`src/rtl/reservation_station_v2.sv`:
```
// Age-ordered issue queue in front of one execution unit. Operands wake from
// qualified result buses, and the oldest ready op moves into a stallable output register.
module reservation_station_v2 #(
  parameter int QUEUE_SIZE       = 4,
  parameter int RESULT_BUS_COUNT = 2,
  parameter int DATA_W           = 32,
  parameter int TAG_W            = 6,
  localparam int CNT_W           = $clog2(QUEUE_SIZE + 1),
  localparam int IDX_W           = (QUEUE_SIZE > 1) ? $clog2(QUEUE_SIZE) : 1
) (
  input  logic                                    clk,
  input  logic                                    rst,
  input  logic                                    IN_valid,
  input  logic [5:0]                              IN_opcode,
  input  logic [TAG_W-1:0]                        IN_tagDst,
  input  logic [4:0]                              IN_nmDst,
  input  logic [DATA_W-1:0]                       IN_imm,
  input  logic [TAG_W-1:0]                        IN_tagA,
  input  logic [TAG_W-1:0]                        IN_tagB,
  input  logic                                    IN_availA,
  input  logic                                    IN_availB,
  input  logic [DATA_W-1:0]                       IN_srcA,
  input  logic [DATA_W-1:0]                       IN_srcB,
  input  logic [RESULT_BUS_COUNT-1:0]             IN_resultValid,
  input  logic [RESULT_BUS_COUNT-1:0][TAG_W-1:0]  IN_resultTag,
  input  logic [RESULT_BUS_COUNT-1:0][DATA_W-1:0] IN_resultBus,
  input  logic                                    IN_invalidate,
  input  logic [TAG_W-1:0]                        IN_invalidateTag,
  input  logic                                    IN_stall,
  output logic                                    OUT_valid,
  output logic [2:0][DATA_W-1:0]                  OUT_operands,
  output logic [5:0]                              OUT_opcode,
  output logic [TAG_W-1:0]                        OUT_tagDst,
  output logic [4:0]                              OUT_nmDst,
  output logic                                    OUT_full,
  output logic [CNT_W-1:0]                        OUT_freeCount
);

  typedef struct packed {
    logic [5:0]        opcode;
    logic [TAG_W-1:0]  tag_dst;
    logic [4:0]        nm_dst;
    logic [DATA_W-1:0] imm;
    logic [TAG_W-1:0]  tag_a;
    logic [TAG_W-1:0]  tag_b;
    logic              avail_a;
    logic              avail_b;
    logic [DATA_W-1:0] src_a;
    logic [DATA_W-1:0] src_b;
  } entry_t;

  logic [QUEUE_SIZE-1:0] valid_q, valid_d;
  entry_t                entries_q [QUEUE_SIZE];
  entry_t                entries_d [QUEUE_SIZE];

  logic                  out_valid_q, out_valid_d;
  logic [5:0]            out_opcode_q, out_opcode_d;
  logic [TAG_W-1:0]      out_tag_q, out_tag_d;
  logic [4:0]            out_nm_q, out_nm_d;
  logic [2:0][DATA_W-1:0] out_ops_q, out_ops_d;

  logic [CNT_W-1:0]      free_cnt;
  logic [IDX_W-1:0]      enq_idx;
  logic                  sel_found;
  logic [IDX_W-1:0]      sel_idx;

  logic                  byp_a, byp_b;
  logic [DATA_W-1:0]     byp_a_data, byp_b_data;
  logic                  wk_a [QUEUE_SIZE];
  logic                  wk_b [QUEUE_SIZE];
  logic [DATA_W-1:0]     wk_a_data [QUEUE_SIZE];
  logic [DATA_W-1:0]     wk_b_data [QUEUE_SIZE];

  // Age compare on the wrapped tag difference.
  function automatic logic is_older(input logic [TAG_W-1:0] a, input logic [TAG_W-1:0] b);
    logic [TAG_W-1:0] diff;
    diff = a - b;
    return diff[TAG_W-1];
  endfunction

  function automatic logic is_younger(input logic [TAG_W-1:0] a, input logic [TAG_W-1:0] b);
    logic [TAG_W-1:0] diff;
    diff = a - b;
    return !diff[TAG_W-1] && (diff != '0);
  endfunction

  always_comb begin
    free_cnt = '0;
    enq_idx  = '0;
    for (int i = QUEUE_SIZE - 1; i >= 0; i--) begin
      if (!valid_q[i]) begin
        free_cnt = free_cnt + CNT_W'(1);
        enq_idx  = IDX_W'(i);
      end
    end
  end

  assign OUT_freeCount = free_cnt;
  assign OUT_full      = (free_cnt == '0);

  always_comb begin
    sel_found = 1'b0;
    sel_idx   = '0;
    for (int i = 0; i < QUEUE_SIZE; i++) begin
      if (valid_q[i] && entries_q[i].avail_a && entries_q[i].avail_b &&
          (!sel_found || is_older(entries_q[i].tag_dst, entries_q[sel_idx].tag_dst))) begin
        sel_found = 1'b1;
        sel_idx   = IDX_W'(i);
      end
    end
  end

  // Scanning buses from the top down leaves the lowest matching bus as the winner.
  always_comb begin
    byp_a      = 1'b0;
    byp_b      = 1'b0;
    byp_a_data = '0;
    byp_b_data = '0;
    for (int q = 0; q < QUEUE_SIZE; q++) begin
      wk_a[q]      = 1'b0;
      wk_b[q]      = 1'b0;
      wk_a_data[q] = '0;
      wk_b_data[q] = '0;
    end
    for (int b = RESULT_BUS_COUNT - 1; b >= 0; b--) begin
      if (IN_resultValid[b]) begin
        if (IN_resultTag[b] == IN_tagA) begin
          byp_a      = 1'b1;
          byp_a_data = IN_resultBus[b];
        end
        if (IN_resultTag[b] == IN_tagB) begin
          byp_b      = 1'b1;
          byp_b_data = IN_resultBus[b];
        end
        for (int q = 0; q < QUEUE_SIZE; q++) begin
          if (IN_resultTag[b] == entries_q[q].tag_a) begin
            wk_a[q]      = 1'b1;
            wk_a_data[q] = IN_resultBus[b];
          end
          if (IN_resultTag[b] == entries_q[q].tag_b) begin
            wk_b[q]      = 1'b1;
            wk_b_data[q] = IN_resultBus[b];
          end
        end
      end
    end
  end

  always_comb begin
    valid_d      = valid_q;
    entries_d    = entries_q;
    out_valid_d  = out_valid_q;
    out_opcode_d = out_opcode_q;
    out_tag_d    = out_tag_q;
    out_nm_d     = out_nm_q;
    out_ops_d    = out_ops_q;
    if (IN_invalidate) begin
      // A flush cycle freezes everything except the removal of younger ops.
      for (int i = 0; i < QUEUE_SIZE; i++) begin
        if (is_younger(entries_q[i].tag_dst, IN_invalidateTag)) valid_d[i] = 1'b0;
      end
      if (out_valid_q && is_younger(out_tag_q, IN_invalidateTag)) out_valid_d = 1'b0;
    end else begin
      if (!out_valid_q || !IN_stall) begin
        out_valid_d = sel_found;
        if (sel_found) begin
          out_opcode_d     = entries_q[sel_idx].opcode;
          out_tag_d        = entries_q[sel_idx].tag_dst;
          out_nm_d         = entries_q[sel_idx].nm_dst;
          out_ops_d[0]     = entries_q[sel_idx].src_a;
          out_ops_d[1]     = entries_q[sel_idx].src_b;
          out_ops_d[2]     = entries_q[sel_idx].imm;
          valid_d[sel_idx] = 1'b0;
        end
      end
      for (int i = 0; i < QUEUE_SIZE; i++) begin
        if (!entries_q[i].avail_a && wk_a[i]) begin
          entries_d[i].avail_a = 1'b1;
          entries_d[i].src_a   = wk_a_data[i];
        end
        if (!entries_q[i].avail_b && wk_b[i]) begin
          entries_d[i].avail_b = 1'b1;
          entries_d[i].src_b   = wk_b_data[i];
        end
      end
      if (IN_valid && !OUT_full) begin
        valid_d[enq_idx]           = 1'b1;
        entries_d[enq_idx].opcode  = IN_opcode;
        entries_d[enq_idx].tag_dst = IN_tagDst;
        entries_d[enq_idx].nm_dst  = IN_nmDst;
        entries_d[enq_idx].imm     = IN_imm;
        entries_d[enq_idx].tag_a   = IN_tagA;
        entries_d[enq_idx].tag_b   = IN_tagB;
        entries_d[enq_idx].avail_a = IN_availA || byp_a;
        entries_d[enq_idx].avail_b = IN_availB || byp_b;
        entries_d[enq_idx].src_a   = IN_availA ? IN_srcA : byp_a_data;
        entries_d[enq_idx].src_b   = IN_availB ? IN_srcB : byp_b_data;
      end
    end
  end

  always_ff @(posedge clk) begin
    if (!rst) begin
      valid_q      <= '0;
      out_valid_q  <= 1'b0;
      out_opcode_q <= '0;
      out_tag_q    <= '0;
      out_nm_q     <= '0;
      out_ops_q    <= '0;
      for (int i = 0; i < QUEUE_SIZE; i++) entries_q[i] <= '0;
    end else begin
      valid_q      <= valid_d;
      out_valid_q  <= out_valid_d;
      out_opcode_q <= out_opcode_d;
      out_tag_q    <= out_tag_d;
      out_nm_q     <= out_nm_d;
      out_ops_q    <= out_ops_d;
      for (int i = 0; i < QUEUE_SIZE; i++) entries_q[i] <= entries_d[i];
    end
  end

  assign OUT_valid    = out_valid_q;
  assign OUT_opcode   = out_opcode_q;
  assign OUT_tagDst   = out_tag_q;
  assign OUT_nmDst    = out_nm_q;
  assign OUT_operands = out_ops_q;

endmodule

```
`config.mk`:
```
export PLATFORM = sky130hd
export DESIGN_NAME = reservation_station_v2
export DESIGN_NICKNAME = d
export VERILOG_FILES = /design/src/rtl/reservation_station_v2.sv
export SDC_FILE = /design/constraint.sdc
export NUM_CORES = 2
export LEC_CHECK = 0
export CAP_MARGIN = 25
export CORE_ASPECT_RATIO = 2
export CORE_MARGIN = 3
export CORE_UTILIZATION = 50
export CTS_CLUSTER_DIAMETER = 120
export DETAILED_ROUTE_END_ITERATION = 10
export PLACE_DENSITY = 0.7
export SLEW_MARGIN = 10
export SYNTH_ARGS = -nofsm -noshare
export SYNTH_HDL_FRONTEND = slang
export SYNTH_SLANG_ARGS = --single-unit
```
`constraint.sdc`:
```
create_clock -name clk -period 8.7 [get_ports clk]
set_input_delay 1.74 -clock clk [delete_from_list [all_inputs] [get_ports clk]]
set_output_delay 1.74 -clock clk [all_outputs]
set_load 0.05 [all_outputs]
```
## After elaboration in Yosys (flattened, before gate mapping)

Index checks and enable logic that the tools add are counted.

| word-level totals | value |
|---|---|
| flip-flop bits (word level) | 626 |
| input bits | 216 |
| output and inout port bits | 118 |

| operators by class | value |
|---|---|
| $add $sub $neg | 11 |
| order comparisons | 9 |
| equal/unequal tests | 25 |
| muxes and demuxes | 161 |
| bitwise logic cells | 8 |
| reductions and logical operators | 64 |

Operator list:

| kind | number |
|---|---|
| $bwmux 508 | 10 |
| $demux 127 s2 | 10 |
| $mux 32 | 43 |
| $bmux 127 s2 | 3 |
| $mux 121 | 5 |
| $mux 128 | 4 |
| $mux 447 | 1 |
| $mux 127 | 3 |
| $eq 6x6->1 | 20 |
| $mux 115 | 1 |
| $mux 110 | 1 |
| $mux 78 | 1 |
| $mux 72 | 1 |
| $mux 66 | 1 |
| $mux 65 | 1 |
| $mux 64 | 1 |
| $mux 1 | 55 |
| $sub 6x6->6 | 8 |
| $mux 4 | 9 |
| $reduce_bool 6->1 | 5 |
| $logic_and 1x1->1 | 29 |
| $logic_not 1->1 | 19 |
| $ge 3x3->1 const B | 4 |
| $mux 2 | 6 |
| other kinds (17) | 37 |

## Longest topological paths before layout

| depth | value |
|---|---|
| depth in word-level cells | 35 |
| depth in mapped cells | 32 |
| mapped depth without buffers | 28 |

## Worst setup path after synthesis

No wires, ideal clock.

| timing path | value |
|---|---|
| kind | register to register |
| from | register (tool-made name) |
| to | register out_nm_q[0] (netlist: OUT_nmDst[0]) |
| setup time | 130 ps |
| arrival | 6387 ps |
| slack | 2183 ps |
| stages on the path, launching flop included | 32 |
| buffers on the path | 3 |
| clock period less this slack | 6517 ps |
| cells stage by stage | dfxtp_1 -> inv_1 -> ha_1 -> a211o_1 -> a221o_1 -> and2_4 -> nor3_1 -> clkbuf_1 -> mux2i_1 -> ha_1 -> a21o_1 -> a21o_1 -> a21o_1 -> nor2_1 -> o21ai_0 -> o2111a_1 -> or2_2 -> o21ai_2 -> mux2i_1 -> inv_1 -> ha_1 -> a21o_1 -> a21o_1 -> a21oi_1 -> o21ai_0 -> nor3_1 -> o221ai_1 -> o211a_1 -> buf_6 -> buf_6 -> a2111oi_2 -> a211oi_1 |

RTL lines:

| item | RTL line | text |
|---|---|---|
| to (signal assigned) | 216 | `out_nm_q <= out_nm_d;` |
| to (decl) | 59 | `logic [4:0] out_nm_q, out_nm_d;` |

==> results.txt <==
----------------------------------------------------
[Global route]
  Residual overflow from global routing ... 0
  Vias in the first global route ... 34,000
  Pin count of the biggest net entering global routing ... 167
  Global-route wire length before repair ... 205,000 microns
  Initial antenna violation count ... 16
  Gr usage total ... 34.6%

[Layout]
  Post-layout util ... 57.8%
  Area of the multi-input gates ... 21,400 sq um
  Total number of nets in the final design ... 4,592
  Sequential cell area ... 12,500 sq um
  Fillers ... 6,551
  Share of cells above drive strength 1 ... 11.8%
  Growth of design area from synthesis to finish ... 13.9%

[Synthesis]
  Netlist cell types ... 62
  Yosys warning total ... 0
  Nets in the synthesized netlist ... 4,658
  Count of flip-flops with a built-in enable after synthesis ... 0
  Proportion of synthesized chip area in sequential cells ... 34.7%
  Predominant post-synthesis flop cell ... sky130_fd_sc_hd__dfxtp_1
  Commonest cells post-synth ... sky130_fd_sc_hd__dfxtp_1 (626), sky130_fd_sc_hd__nand2_1 (588), sky130_fd_sc_hd__clkbuf_1 (453), sky130_fd_sc_hd__a21oi_1 (346), sky130_fd_sc_hd__nor2_1 (341)
  Synthesized netlist cell count ... 4,396
  Cell types with the largest area share after synthesis ... sky130_fd_sc_hd__dfxtp_1 (35%), sky130_fd_sc_hd__o221a_2 (6.3%), sky130_fd_sc_hd__nand2_1 (6.1%)
  Mapped Avg Cell Area ... 8.21 sq um
  Mapped cell area ... 36,100 sq um
  Dominant cell type by area after synthesis ... sky130_fd_sc_hd__dfxtp_1
  Top cell type's share of synthesized area ... 34.7%
  Flip-flop and latch count after synthesis ... 626
  Most frequent cell after synthesis ... sky130_fd_sc_hd__dfxtp_1
  Fraction of registers with async set or reset after synthesis ... 0%

[Setup path]
  Dominant cell type by count on the critical path ... sky130_fd_sc_hd__a21o_1
  Endpoint kind of the worst setup timing path ... flop
  Arr. time, crit path ... 8.11 ns
  Cell type of the slowest stage on the worst timing path ... sky130_fd_sc_hd__o211a_4
  Largest fanout on the critical path ... 72
  Maximum cell stage delay along the critical path ... 0.67 ns
  Critical path class ... flop to flop
  Worst Setup Start Kind ... flop
  Worst path required time ... 9.24 ns

[Power and ir drop]
  Cell area power density ... 155 nW/um^2
  Worst IR drop on VDD ... 0.169 mV
  Final Power ... 6.37 mW
  P_leak ... 14.1 nW

[Timing]
  Clock period minus worst slack ... 7.57 ns
  Max-slew violation total from the final report ... 0
  Post-Route Skew ... 0.0396 ns
  Fmax ... 132 MHz
  Count of final hold-check violations ... 0
  Final setup TNS ... 0 ns
  RSZ-0062 raised after global routing ... no
  Final Hold Slack ... 0.464 ns
  Remaining max-slew budget at the tightest pin ... 30.0%
  Final setup fails ... 0
  Worst-Margin Slew ... 1.05 ns
  Period utilization ... 87.0%

[Detailed routing]
  Total Wirelength ... 136,000 microns
  DRC violation count after routing ... 0
  Routed vias ... 34,900
  Pre-antenna DRT Iters ... 6
  Routed wirelength normalized by instance count ... 25.8 microns
  Avg Vias per Cell ... 6.60
  Antenna-violating nets left ... 0
  DRC marker count from the first detailed-route iteration ... 2,910

[Clock tree]
  Total clock buffers created by CTS ... 56
  CTS Hold Buffers Added ... 0
  Clock net sink count ... 626
  Post-CTS sizing ... 0
  TritonCTS clock tree ... yes
  Maximum buffer depth of the clock tree ... 3
  CTS clock-pin slew for the worst setup and hold paths ... 0.07 ns
  Total setup buffers inserted after CTS ... 0
  Buffer type at the clock tree root ... sky130_fd_sc_hd__clkbuf_16
  CTS H-tree depth ... 2
  Clock latency at the later pin of the worst-skew pair ... 0.66 ns

[Floorplan]
  Width of the die ... 196 microns
  Placement Rows ... 138
  Effective utilization at floorplan ... 50.7%
  Core region area ... 71,100 sq um
  Num ports ... 334
  Die outline height ... 386 microns
  Die ar. ... 75,700 sq um

[Placed design]
  Half-perimeter wire length after placement ... 83,100 microns
  IO Port Bufs ... 333
  Final weighted congestion in routability-driven placement ... 0.905

[Hold path]
  Worst min path class ... flop to flop

[Status]
  Result of the run ... finished, final reports clean

[Run]
  Reported max-cap violation count ... 0

----------------------------------------------------
==> final timing paths <==
path / from / to / cells past startpoint / slack (ns)
setup / recovery: flop / OUT_operands[91]$_SDFFE_PN0P_ / 29 / 1.13
hold / removal: flop / flop / 2 / 0.46
setup reg to reg: flop / OUT_operands[91]$_SDFFE_PN0P_ / 29 / 1.13
hold reg to reg: flop / flop / 2 / 0.46
==> cells in the final DEF, fill, tap and decap left out, types with 32 or more instances in the layout <==
master	n
sky130_fd_sc_hd__a2111oi_2	102
sky130_fd_sc_hd__a211oi_1	106
sky130_fd_sc_hd__a21boi_0	245
sky130_fd_sc_hd__a21oi_1	346
sky130_fd_sc_hd__a221oi_1	33
sky130_fd_sc_hd__a22oi_1	64
sky130_fd_sc_hd__and2_1	33
sky130_fd_sc_hd__buf_4	66
sky130_fd_sc_hd__clkbuf_16	57
sky130_fd_sc_hd__clkdlybuf4s50_1	329
sky130_fd_sc_hd__dfxtp_1	626
sky130_fd_sc_hd__ha_1	41
sky130_fd_sc_hd__inv_1	39
sky130_fd_sc_hd__mux2i_1	155
sky130_fd_sc_hd__nand2_1	586
sky130_fd_sc_hd__nor2_1	328
sky130_fd_sc_hd__nor3_1	199
sky130_fd_sc_hd__o211a_1	32
sky130_fd_sc_hd__o21ai_0	192
sky130_fd_sc_hd__o221a_2	201
sky130_fd_sc_hd__o22a_1	192
sky130_fd_sc_hd__xnor2_1	75
sky130_fd_sc_hd__xor2_1	67
==> where the power goes <==
part	internal, mW	leakage, nW	switching, mW
clock network	1.40	0.910	1.18
registers	2.93	5.06	0.0422
logic	0.305	8.09	0.520
total	4.64	14.1	1.74
==> layout make-up <==
class,count,share of cell area (%)
multi-input combinational,3198,52.1
sequential,626,30.5
timing repair buffer,409,9.83
clock buffer,84,4.01
tap,910,2.77
clock inverter,19,0.447
inverter,39,0.356
antenna,7,0.0426
==> layer usage <==
layer,share of wire [%],global-route usage [%],vias up
met4,8.3,25.0,16
met3,10,8.64,473
li1,-,-,15900
met2,46,56.8,1810
met1,35,39.0,16700
met5,0.081,0,-
==> cell families after synthesis <==
| logic type | share of synthesized area (%) |
|---|---|
| mux | 4.36 |
| xor+xnor | 3.45 |
| flops | 34.7 |
| fa+ha+maj | 1.70 |
| compound gates | 34.2 |
| simple gates | 15.1 |
| buf+inv | 6.48 |
==> per-stage QoR <==
step / area, sq um / std cells / worst slack (ns)
6_report: 41100 / 5292 / 1.13
5_1_grt: 41100 / 5285 / 0.584
4_1_cts: 41000 / 5283 / 1.19
3_5_place_dp: 39200 / 5180 / 1.26
3_3_place_gp: 39200 / 5179 / 1.32
2_1_floorplan: 36100 / 4396 / 2.18
==> critical path: cells and delay by family, from the launching register on <==
kind	cells	cell delay (ns)
adder cells (fa/ha/maj)	3	0.90
buffers and inverters	3	0.54
flip-flops	1	0.37
AO/OA/AOI/OAI	15	3.34
multiplexers	2	0.65
AND/OR/NAND/NOR	6	1.54
Power figures use the tool's default switching activity.
